## config.mk

```make
export PLATFORM = sky130hd
export DESIGN_NAME = led_matrix_row_scanner
export DESIGN_NICKNAME = d
export VERILOG_FILES = /design/src/rtl/led_matrix_row_scanner_pkg.sv /design/src/rtl/led_matrix_row_scanner_scan_timer.sv /design/src/rtl/led_matrix_row_scanner.sv
export SDC_FILE = /design/constraint.sdc
export NUM_CORES = 1
export LEC_CHECK = 0
export ABC_AREA = 1
export BUFFER_PORTS_ARGS = -buffer_cell sky130_fd_sc_hd__clkbuf_2
export CORE_UTILIZATION = 30
export CTS_CLUSTER_DIAMETER = 50
export CTS_CLUSTER_SIZE = 10
export DETAILED_ROUTE_END_ITERATION = 12
export SYNTH_ARGS = -nofsm -noshare
export SYNTH_HDL_FRONTEND = slang
export SYNTH_SLANG_ARGS = --single-unit
```

## constraint.sdc

```tcl
create_clock -name clk -period 4 [get_ports clk]
set_input_delay 0.6 -clock clk [delete_from_list [all_inputs] [get_ports clk]]
set_output_delay 0.6 -clock clk [all_outputs]
set_load 0.005 [all_outputs]
```

## src/rtl/led_matrix_row_scanner_pkg.sv

```systemverilog
// Shared panel definitions for the LED matrix row scanner and its row mux.
// Contents:
//   PANEL_ROWS / PANEL_COLS : default panel geometry (7 rows x 5 columns)
//   SEL_W                   : width of the row-select bus consumed by the 7:1 row mux
//   scan_state_e            : scanner FSM states (blanking gap / row drive)
//   cnt_width()             : width of the dwell/blank counter for a given timing
package led_matrix_row_scanner_pkg;

  localparam int PANEL_ROWS = 7;
  localparam int PANEL_COLS = 5;
  localparam int SEL_W      = 3;

  typedef enum logic {
    ST_BLANK = 1'b0,
    ST_DRIVE = 1'b1
  } scan_state_e;

  // clog2 of the longer of the two phases, never narrower than one bit.
  function automatic int cnt_width(input int dwell_cyc, input int blank_cyc);
    int m;
    int w;
    m = (dwell_cyc > blank_cyc) ? dwell_cyc : blank_cyc;
    w = $clog2(m);
    return (w < 1) ? 1 : w;
  endfunction

endpackage

```

## src/rtl/led_matrix_row_scanner_scan_timer.sv

```systemverilog
// Loadable down-counter used to time the blanking and drive phases.
// Ports:
//   clk        : system clock, rising edge
//   rst        : synchronous clear, active-high; returns the count to CLR_VAL
//   load_i     : load load_val_i on the next edge (takes priority over counting)
//   load_val_i : value to load; a phase of N cycles is loaded with N-1
//   tc_o       : terminal count, high while the count is zero
// The counter stops at zero; it never wraps on its own.
module led_matrix_row_scanner_scan_timer #(
  parameter int             W       = 2,
  parameter logic [W-1:0]   CLR_VAL = '0
) (
  input  logic         clk,
  input  logic         rst,
  input  logic         load_i,
  input  logic [W-1:0] load_val_i,
  output logic         tc_o
);

  logic [W-1:0] cnt_q;
  logic [W-1:0] cnt_d;

  always_comb begin
    cnt_d = cnt_q;
    if (load_i) begin
      cnt_d = load_val_i;
    end else if (cnt_q != '0) begin
      cnt_d = cnt_q - W'(1);
    end
  end

  always_ff @(posedge clk) begin
    if (rst) begin
      cnt_q <= CLR_VAL;
    end else begin
      cnt_q <= cnt_d;
    end
  end

  assign tc_o = (cnt_q == '0);

endmodule

```

## src/rtl/led_matrix_row_scanner.sv

```systemverilog
// Row scanner for the LED matrix: holds a double-buffered frame and scans it
// row by row, inserting an all-off blanking gap between rows to avoid ghosting.
// Ports:
//   clk        : system clock, rising edge
//   rst        : synchronous reset, active-high
//   enable     : 1 = scan; 0 = blank the display and park at row 0
//   frame_in   : new frame, row r at frame_in[r*COLS +: COLS], row 0 on top
//   load       : one-cycle strobe capturing frame_in into the shadow buffer
//   pending    : shadow buffer holds a frame not yet displayed
//   sel        : current row index for the row mux (0 selects linha[6])
//   row_en     : one-hot row enable, row idx on bit [ROWS-1-idx]; 0 while blanking
//   col        : column data of the driven row; 0 while blanking
//   frame_done : one-cycle pulse on the first blanking cycle after the last row
// All outputs come straight from registers.
module led_matrix_row_scanner
  import led_matrix_row_scanner_pkg::*;
#(
  parameter int ROWS      = PANEL_ROWS,
  parameter int COLS      = PANEL_COLS,
  parameter int DWELL_CYC = 1000,
  parameter int BLANK_CYC = 4
) (
  input  logic                 clk,
  input  logic                 rst,
  input  logic                 enable,
  input  logic [ROWS*COLS-1:0] frame_in,
  input  logic                 load,
  output logic                 pending,
  output logic [SEL_W-1:0]     sel,
  output logic [ROWS-1:0]      row_en,
  output logic [COLS-1:0]      col,
  output logic                 frame_done
);

  localparam int               CNT_W    = cnt_width(DWELL_CYC, BLANK_CYC);
  localparam logic [CNT_W-1:0] BLANK_LD = CNT_W'(BLANK_CYC - 1);
  localparam logic [CNT_W-1:0] DWELL_LD = CNT_W'(DWELL_CYC - 1);
  localparam logic [SEL_W-1:0] LAST_IDX = SEL_W'(ROWS - 1);

  scan_state_e            state_q;
  logic [SEL_W-1:0]       idx_q;
  logic [SEL_W-1:0]       idx_d;
  logic [ROWS*COLS-1:0]   active_q;
  logic [ROWS*COLS-1:0]   shadow_q;
  logic                   pending_q;
  logic [SEL_W-1:0]       sel_q;
  logic [ROWS-1:0]        row_en_q;
  logic [COLS-1:0]        col_q;
  logic                   frame_done_q;

  logic                   tc;
  logic                   wrap;
  logic                   timer_load;
  logic [CNT_W-1:0]       timer_val;
  logic [COLS-1:0]        act_rows [ROWS];

  function automatic logic [ROWS-1:0] row_onehot(input logic [SEL_W-1:0] i);
    logic [ROWS-1:0] v;
    v = '0;
    for (int b = 0; b < ROWS; b++) begin
      if (i == SEL_W'(ROWS - 1 - b)) v[b] = 1'b1;
    end
    return v;
  endfunction

  for (genvar g = 0; g < ROWS; g++) begin : g_rows
    assign act_rows[g] = active_q[g*COLS +: COLS];
  end

  // The timer resets to the blank reload value so the first blanking gap
  // after reset is a full BLANK_CYC long.
  led_matrix_row_scanner_scan_timer #(
    .W       (CNT_W),
    .CLR_VAL (BLANK_LD)
  ) u_timer (
    .clk        (clk),
    .rst        (rst),
    .load_i     (timer_load),
    .load_val_i (timer_val),
    .tc_o       (tc)
  );

  assign idx_d = (idx_q == LAST_IDX) ? '0 : idx_q + SEL_W'(1);
  // Last drive cycle of the last row: the only edge where a buffer swap may occur.
  assign wrap  = enable && (state_q == ST_DRIVE) && tc && (idx_q == LAST_IDX);

  // Reload on every phase change; while disabled keep it primed for a full blank.
  always_comb begin
    timer_load = 1'b0;
    timer_val  = BLANK_LD;
    if (!enable) begin
      timer_load = 1'b1;
    end else if (tc) begin
      timer_load = 1'b1;
      timer_val  = (state_q == ST_BLANK) ? DWELL_LD : BLANK_LD;
    end
  end

  always_ff @(posedge clk) begin
    if (rst) begin
      state_q      <= ST_BLANK;
      idx_q        <= '0;
      active_q     <= '0;
      shadow_q     <= '0;
      pending_q    <= 1'b0;
      sel_q        <= '0;
      row_en_q     <= '0;
      col_q        <= '0;
      frame_done_q <= 1'b0;
    end else begin
      frame_done_q <= 1'b0;

      // Swap reads the pre-edge shadow, so a load on the wrap edge queues
      // behind the frame being promoted.
      if (wrap && pending_q) active_q <= shadow_q;
      if (load) begin
        shadow_q  <= frame_in;
        pending_q <= 1'b1;
      end else if (wrap && pending_q) begin
        pending_q <= 1'b0;
      end

      if (!enable) begin
        state_q  <= ST_BLANK;
        idx_q    <= '0;
        sel_q    <= '0;
        row_en_q <= '0;
        col_q    <= '0;
      end else if (tc) begin
        if (state_q == ST_BLANK) begin
          state_q  <= ST_DRIVE;
          sel_q    <= idx_q;
          row_en_q <= row_onehot(idx_q);
          col_q    <= act_rows[idx_q];
        end else begin
          state_q      <= ST_BLANK;
          idx_q        <= idx_d;
          sel_q        <= idx_d;
          row_en_q     <= '0;
          col_q        <= '0;
          frame_done_q <= (idx_q == LAST_IDX);
        end
      end
    end
  end

  assign pending    = pending_q;
  assign sel        = sel_q;
  assign row_en     = row_en_q;
  assign col        = col_q;
  assign frame_done = frame_done_q;

endmodule

```

==> results.toml, run 1 <==
[clocking]
htree_num_levels = 3
path_clk_slew_ps = 70
post-cts-setup-buffers = 0
clk_path_buf_depth = 2
cts-resized-gates = 0
cts_tree = "yes"
cts_sinks = 98
cts-root-buf = "clkbuf_16"
hold_buffers = 0
cts_buffers = 9
clk_latency_ps = 350

[synth]
ys_ff_latch = 98
synthAdderAreaFrac_pct = 0.899
yosys.area_share.simple_pct = 34.0
syn-num-nets = 651
yosys.area.top_type_share_pct = 47.0
synth_top_area_cell = "dfxtp_1"
yosysUniqueCellTypes = 28
synth_compound_area_share_pct = 8.57
netlist_area_um2 = 4180
synth_top_family_by_area = "simple AND/OR/NAND/NOR gates"
synth-seq-area-share_pct = 47.0
synth.top_cells.by_area = "dfxtp_1 (47%), nor2_1 (15%), nand2_1 (12%)"
synthMuxAreaShare_pct = 0
yosys_warnings = 0
syn_avg_cell_area_um2 = 6.86
synthXorXnorAreaFrac_pct = 0.629
syn_inst = 609

[pwr]
p_per_area_nw_per_um2 = 407
switching_share_pct = 22.5
power_leakage_nw = 2.35
ir_worst_vdd_mv = 0.359
p_seq_share_pct = 51.8
p_clk_share_pct = 43.8
p_int_mw = 1.52
p_comb_share_pct = 4.4
p_sw_mw = 0.441

[sta]
fin_skew_ps = 9.20
hold_ws_ps = 394
period_needed_ps = 2220
setup_viol = 0
fin_crit_sh_pct = 55.5
grt_setup_unrepaired = "no"
fin_setup_tns_ps = 0
slew_headroom_pct = 28.0
max_freq_mhz = 451
hold_viol = 0
setup_ws_ps = 1780
maxSlewViolCount = 0
worst_slew_pin_slew_ps = 1070

[route]
wl_per_cell_um = 11.3
vias = 3604
drt_first_iter_violations = 209
drt-vias-per-instance = 4.35
wl_um = 9390
ant_nets = 0
drcViolationCount = 0
drt_pre_antenna_iters = 4

[grt]
grt.overflow.total = 0
grt_max_degree = 58
antenna_found_initial = 0
grt_first_pass_wirelength_um = 16000
track_usage_pct = 14.2
first_global_vias = 3290

[worst_setup_path]
worstPathMaxFanout = 40
path_class = "register to register"
crit_required_ps = 4280
crit_arrival_ps = 2500
cp-end-kind = "register"
critPathLaunchType = "register"

[final_layout]
finish.utilization_pct = 36.0
instances_no_fill = 829
fill_cells = 1494
layout-drive-gt1-share_pct = 12.1
final_nets = 690
antenna_cells = 0
area_growth_pct = 15.6

[floorplan]
die_area_um2 = 14400
row_count = 42
ios = 56
core-area_um2 = 13400
die_w_um = 120
start_util_pct = 31.2
die_y_um = 120

[place]
dp_cells = 813
port_buffers = 55
gp_congestion = 0.783
dp_hpwl_um = 6410
dp_slack_ps = 1780

[min_path]
hold_class = "register to register"

[status]
status = "completed"

[run]
drv_cap = 0
[worst max-delay path, cell delays in order (launching register included)]
cell	delay, ps
dfxtp_1	560
nand3_1	230
nor2_2	200
nand4_4	450
buf_4	430
nand2_1	90
nand2_1	50
nor2_1	120
[power groups by stage]
stage          logic (mW)  registers, mW  clock network [mW]
2_1_floorplan      0.0567           1.03                   0
3_3_place_gp       0.0879           1.04                   0
3_5_place_dp       0.0879           1.04                   0
4_1_cts            0.0888           1.02               0.884
5_1_grt             0.102           1.02               0.931
6_report           0.0872           1.02               0.860
[per-layer routing]
layer	track usage (%)	up-vias	wire length [um]
met2	20.3	68	3850
met3	4.23	8	430
met4	4.22	0	112
met5	0	-	0
li1	-	1959	-
met1	20.3	1569	4990
[registers in the layout (all words and copies together) (netlist names)]
signal         flops
active_q          35
col                5
frame_done         1
pending            1
row_en             7
sel                3
shadow_q          35
state_q            1
u_timer.cnt_q     10
[path summary, 6_finish.rpt]
path / startpoint / to / slack (ps) / cells after the start
worst max register to register: sel[2]$_SDFFE_PP0P_ / active_q[25]$_SDFFE_PP0P_ / 1780 / 7
worst min register to register: u_timer.cnt_q[0]$_SDFFE_PP1P_ / u_timer.cnt_q[0]$_SDFFE_PP1P_ / 390 / 1
worst min-delay path: u_timer.cnt_q[0]$_SDFFE_PP1P_ / u_timer.cnt_q[0]$_SDFFE_PP1P_ / 390 / 1
worst max-delay path: sel[2]$_SDFFE_PP0P_ / active_q[25]$_SDFFE_PP0P_ / 1780 / 7
[layout make-up]
type / instances / area (um^2) / share of cell area, %
inverter: 57 / 214 / 4.43
timing repair buffer: 58 / 298 / 6.17
clock buffer: 11 / 233 / 4.82
clock inverter: 5 / 62.6 / 1.30
tap: 176 / 220 / 4.56
multi-input combinational: 424 / 1840 / 38.1
sequential: 98 / 1960 / 40.6
[layout by cell type, fill, tap and decap left out, types with 2 or more instances in the layout]
master and count:
a21oi_1 25, buf_4 3, clkbuf_1 2, clkbuf_16 9, clkbuf_2 55, clkinv_1 2, clkinvlp_4 2, dfxtp_1 98
ha_1 3, inv_1 54, nand2_1 138, nand3_1 28, nand4_1 3, nor2_1 170, nor3_1 2, o21ai_0 42
xor2_1 3
[through the flow]
step	total power [mW]	cell area (um^2)
6_report	1.96	4830
4_1_cts	1.99	4830
3_5_place_dp	1.13	4530
2_1_floorplan	1.09	4180
5_1_grt	2.05	4830
3_3_place_gp	1.13	4530
[logic make-up after synthesis]
kind of cell             count (synthesis)
AND/OR/NAND/NOR                        348
flip-flops                              98
XOR/XNOR                                 3
buffers and inverters                   87
adder cells (fa/ha/maj)                  3
AO/OA/AOI/OAI                           70
[cells in the mapped netlist (all sizes together)]
cell       n
nor2     173
nand2    138
dfxtp     98
inv       55
o21ai     42
nand3     30
a21oi     25
buf       17
clkbuf    13
nand4      4
ha         3
xor2       3
clkinv     2
nor3       2
a31oi      1
nand3b     1
o2111ai    1
o211ai     1
(Power assumes the default switching activity.)
==> run 2, diff against run 1 <==
==> constraint.sdc (replaced) <==
create_clock -name clk -period 2.2 [get_ports clk]
set_input_delay 0.33 -clock clk [delete_from_list [all_inputs] [get_ports clk]]
set_output_delay 0.33 -clock clk [all_outputs]
set_load 0.005 [all_outputs]
==> results.toml, run 2 (synthesis results as in run 1) <==
[sta]
period_needed_ps = 1780
hold_viol = 0
setup_viol = 0
fin_setup_tns_ps = 0
max_freq_mhz = 561
grt_setup_unrepaired = "no"
maxSlewViolCount = 0
slew_headroom_pct = 56.0
fin_skew_ps = 6.52
worst_slew_pin_slew_ps = 656
fin_crit_sh_pct = 81.0

[final_layout]
antenna_cells = 0
largestRegisters = "active_q x35, shadow_q x35, u_timer.cnt_q x10"
layout-drive-gt1-share_pct = 13.7
final_nets = 702
area_growth_pct = 18.4
instances_no_fill = 841
fill_cells = 1474
finish.utilization_pct = 36.9
final_cell_mix = "nor2_1 (170), nand2_1 (138), dfxtp_1 (98)"
mostFrequentLayoutCell = "nor2_1"

[clocking]
clk_path_buf_depth = 2
cts-root-buf = "clkbuf_16"
clk_latency_ps = 350
cts_tree = "yes"
post-cts-setup-buffers = 0
htree_num_levels = 3
cts-resized-gates = 0
hold_buffers = 0
path_clk_slew_ps = 70
cts_buffers = 9
cts_sinks = 98

[floorplan]
row_count = 42
core-area_um2 = 13400
start_util_pct = 31.2
die_w_um = 120
die_area_um2 = 14400
die_y_um = 120
ios = 56

[grt]
grt_first_pass_wirelength_um = 16000
grt_max_degree = 41
antenna_found_initial = 0
grt.overflow.total = 0
track_usage_pct = 14.2
first_global_vias = 3325

[worst_setup_path]
critical-path-top-delay-family = "simple AND/OR/NAND/NOR gates"
path_buf_inv = 1
crit_top_cell = "nand2_1"
cp-end-kind = "register"
slowest_stage = "dfxtp_1"
critPathLaunchType = "register"
path_cells = "inv_1, nor2_1, nand2_1, a31oi_1, nand3_1, nand2_1"
cp.depth = 6
path_class = "register to register"
crit_required_ps = 2490
crit_arrival_ps = 2080
max_stage_delay_ps = 520
worstPathMaxFanout = 10
ff2ff_path_depth = 6

[place]
dp_hpwl_um = 6590
port_buffers = 55
gp_congestion = 0.840
dp_cells = 825

[route]
dr_wl_met3_um = 385
ant_nets = 0
routed.top_layer = "met4"
drt-vias-per-instance = 4.31
drt_first_iter_violations = 237
wl_um = 9390
vias = 3624
drt_pre_antenna_iters = 4
wl_met1_um = 4940
route.met2.wl_um = 3910
drcViolationCount = 0
wl_per_cell_um = 11.2

[pwr]
power_leakage_nw = 2.42
p_per_area_nw_per_um2 = 726
ir_worst_vdd_mv = 0.469

[min_path]
hold_class = "input pin to register"
holdPathStages = 3

[run]
drv_cap = 0

[status]
status = "completed"
run 2: cell types whose count changed in the layout (fill, tap and decap cells not counted):
cell,before,now
buf_4,3,13
buf_12,0,2
run 2: cell type report:
class | count | area (um^2) | area share, %
sequential | 98 | 1960 | 39.7
tap | 176 | 220 | 4.45
inverter | 57 | 214 | 4.33
clock buffer | 11 | 233 | 4.71
clock inverter | 5 | 62.6 | 1.27
multi-input combinational | 424 | 1840 | 37.2
timing repair buffer | 70 | 413 | 8.35
run 2: metal layers:
layer | global-route usage [%] | vias up
met4 | 6.09 | 0
met1 | 19.6 | 1561
met3 | 3.52 | 11
li1 | - | 1979
met5 | 0 | -
met2 | 20.9 | 73
run 2: worst paths after layout:
path                                      start                            end  slack [ps]
setup / recovery            sel[1]$_SDFFE_PP0P_            col[4]$_SDFFE_PP0N_         420
hold / removal                      frame_in[2]       shadow_q[2]$_SDFFE_PP0P_         200
setup reg to reg            sel[1]$_SDFFE_PP0P_            col[4]$_SDFFE_PP0N_         420
hold reg to reg   u_timer.cnt_q[0]$_SDFFE_PP1P_  u_timer.cnt_q[0]$_SDFFE_PP1P_         390
run 2: worst reg2reg max path: stages, from the launching register on:
cell and delay (ps):
dfxtp_1 520, inv_1 190, nor2_1 500, nand2_1 130, a31oi_1 190, nand3_1 120
nand2_1 80
run 2: power breakdown:
group          leakage (nW)  switching (mW)  internal [mW]
clock network         0.136           0.684          0.888
logic                  1.48           0.100         0.0696
registers             0.799          0.0265           1.82
run 2: metrics by stage:
stage	power [mW]	cell area, um^2	setup slack (ps)	hold WS [ps]
floorplan	1.98	4180	705	366
global placement	2.06	4650	486	376
detailed placement	2.06	4650	462	377
CTS	3.64	4940	440	186
global route	3.74	4940	250	193
finish	3.59	4940	417	197
==> run 3, diff against run 2 <==
==> constraint.sdc (replaced) <==
create_clock -name clk -period 1.7 [get_ports clk]
set_input_delay 0.255 -clock clk [delete_from_list [all_inputs] [get_ports clk]]
set_output_delay 0.255 -clock clk [all_outputs]
set_load 0.005 [all_outputs]
==> results.toml, run 3 (synthesis results as in run 1) <==
[status]
status = "completed"

[sta]
fin_skew_ps = 9.06
max_freq_mhz = 628
worst_slew_pin_slew_ps = 626
fin_crit_sh_pct = 93.6
setup_viol = 0
maxSlewViolCount = 0
setup_ws_ps = 108
hold_viol = 0
slew_headroom_pct = 58.3
grt_setup_unrepaired = "yes"
hold_ws_ps = 128
period_needed_ps = 1590

[route]
ant_nets = 0
wl_per_cell_um = 11.1
vias = 3638
drt-vias-per-instance = 4.32
wl_um = 9390
drcViolationCount = 0
drt_first_iter_violations = 210
drt_pre_antenna_iters = 4

[floorplan]
ios = 56
die_y_um = 120
die_w_um = 120
row_count = 42
core-area_um2 = 13400
start_util_pct = 31.2
die_area_um2 = 14400

[worst_setup_path]
cp-end-kind = "register"
crit_arrival_ps = 1850
path_class = "register to register"
critPathLaunchType = "register"
crit_required_ps = 1960
worstPathMaxFanout = 8

[clocking]
clk_path_buf_depth = 2
hold_buffers = 0
cts_sinks = 98
htree_num_levels = 3
cts_buffers = 9
path_clk_slew_ps = 70
cts-resized-gates = 0
cts-root-buf = "clkbuf_16"
clk_latency_ps = 340
cts_tree = "yes"
post-cts-setup-buffers = 0

[run]
drv_cap = 0

[place]
place_area_um2 = 4670
port_buffers = 55
dp_slack_ps = 136
gp_congestion = 0.829
dp_hpwl_um = 6490

[pwr]
ir_worst_vdd_mv = 0.531
switching_share_pct = 22.1
p_comb_share_pct = 4.6
p_clk_share_pct = 43.2
p_int_mw = 3.58
p_per_area_nw_per_um2 = 927
p_sw_mw = 1.01
power_leakage_nw = 2.43
p_seq_share_pct = 52.1

[final_layout]
mostFrequentLayoutCell = "nor2_1"
area_growth_pct = 18.7
fin_area_um2 = 4960
final_nets = 705
antenna_cells = 0
final_cell_mix = "nor2_1 (170), nand2_1 (138), dfxtp_1 (98)"
largestRegisters = "active_q x35, shadow_q x35, u_timer.cnt_q x10"
layout-drive-gt1-share_pct = 13.9

[grt]
antenna_found_initial = 0
grt_max_degree = 71
grt.overflow.total = 0
first_global_vias = 3366
track_usage_pct = 14.0
grt_first_pass_wirelength_um = 16000

[min_path]
hold_class = "input pin to register"
[run 3: cell count changes in the layout (fill, tap and decap cells not counted), sizes merged]
cell	previous run	this run
buf	15	18
clkinvlp	2	1
[run 3: worst paths after layout]
path / startpoint / endpoint / slack (ps) / depth (start not counted)
hold / removal: frame_in[12] / shadow_q[12]$_SDFFE_PP0P_ / 130 / 3
hold reg to reg: u_timer.cnt_q[0]$_SDFFE_PP1P_ / u_timer.cnt_q[0]$_SDFFE_PP1P_ / 400 / 1
setup / recovery: u_timer.cnt_q[0]$_SDFFE_PP1P_ / u_timer.cnt_q[2]$_SDFFE_PP0P_ / 110 / 7
setup reg to reg: u_timer.cnt_q[0]$_SDFFE_PP1P_ / u_timer.cnt_q[2]$_SDFFE_PP0P_ / 110 / 7
[run 3: metal layers]
metal  up-vias  wire length, um  global-route usage (%)
met4         0              177                    6.02
met1      1573             4860                    19.6
met5         -                0                       0
met3        12              434                    3.18
li1       1989                -                       -
met2        64             3920                    20.5
[run 3: final cells by class]
type / count / area, um^2
clock buffer: 11 / 233
inverter: 57 / 214
fill: 1496 / 8440
tap: 176 / 220
clock inverter: 4 / 51.3
timing repair buffer: 73 / 435
multi-input combinational: 424 / 1840
sequential: 98 / 1960
[run 3: power by group through the flow]
| stage | clock network, mW | registers, mW | logic, mW |
|---|---|---|---|
| after global routing | 2.13 | 2.40 | 0.247 |
| after detailed placement | 0 | 2.45 | 0.217 |
| after global placement | 0 | 2.45 | 0.216 |
| after CTS | 2.04 | 2.39 | 0.218 |
| final | 1.99 | 2.39 | 0.213 |
| after floorplan | 0 | 2.43 | 0.133 |
[run 3: critical path, stage by stage (launching register included)]
cell	delay (ps)
dfxtp_1	330
inv_1	70
ha_1	220
nand3_2	140
nor2_8	60
nor2_1	340
o21ai_0	180
a21oi_1	170
[run 3: metrics by stage]
step	setup TNS (ps)	std cells	power, mW	util (%)
floorplan	0	609	2.57	-
global placement	0	828	2.66	34.9
detailed placement	0	828	2.66	34.9
CTS	0	843	4.66	37.0
global route	-0.678	843	4.78	37.0
finish	0	843	4.59	37.0
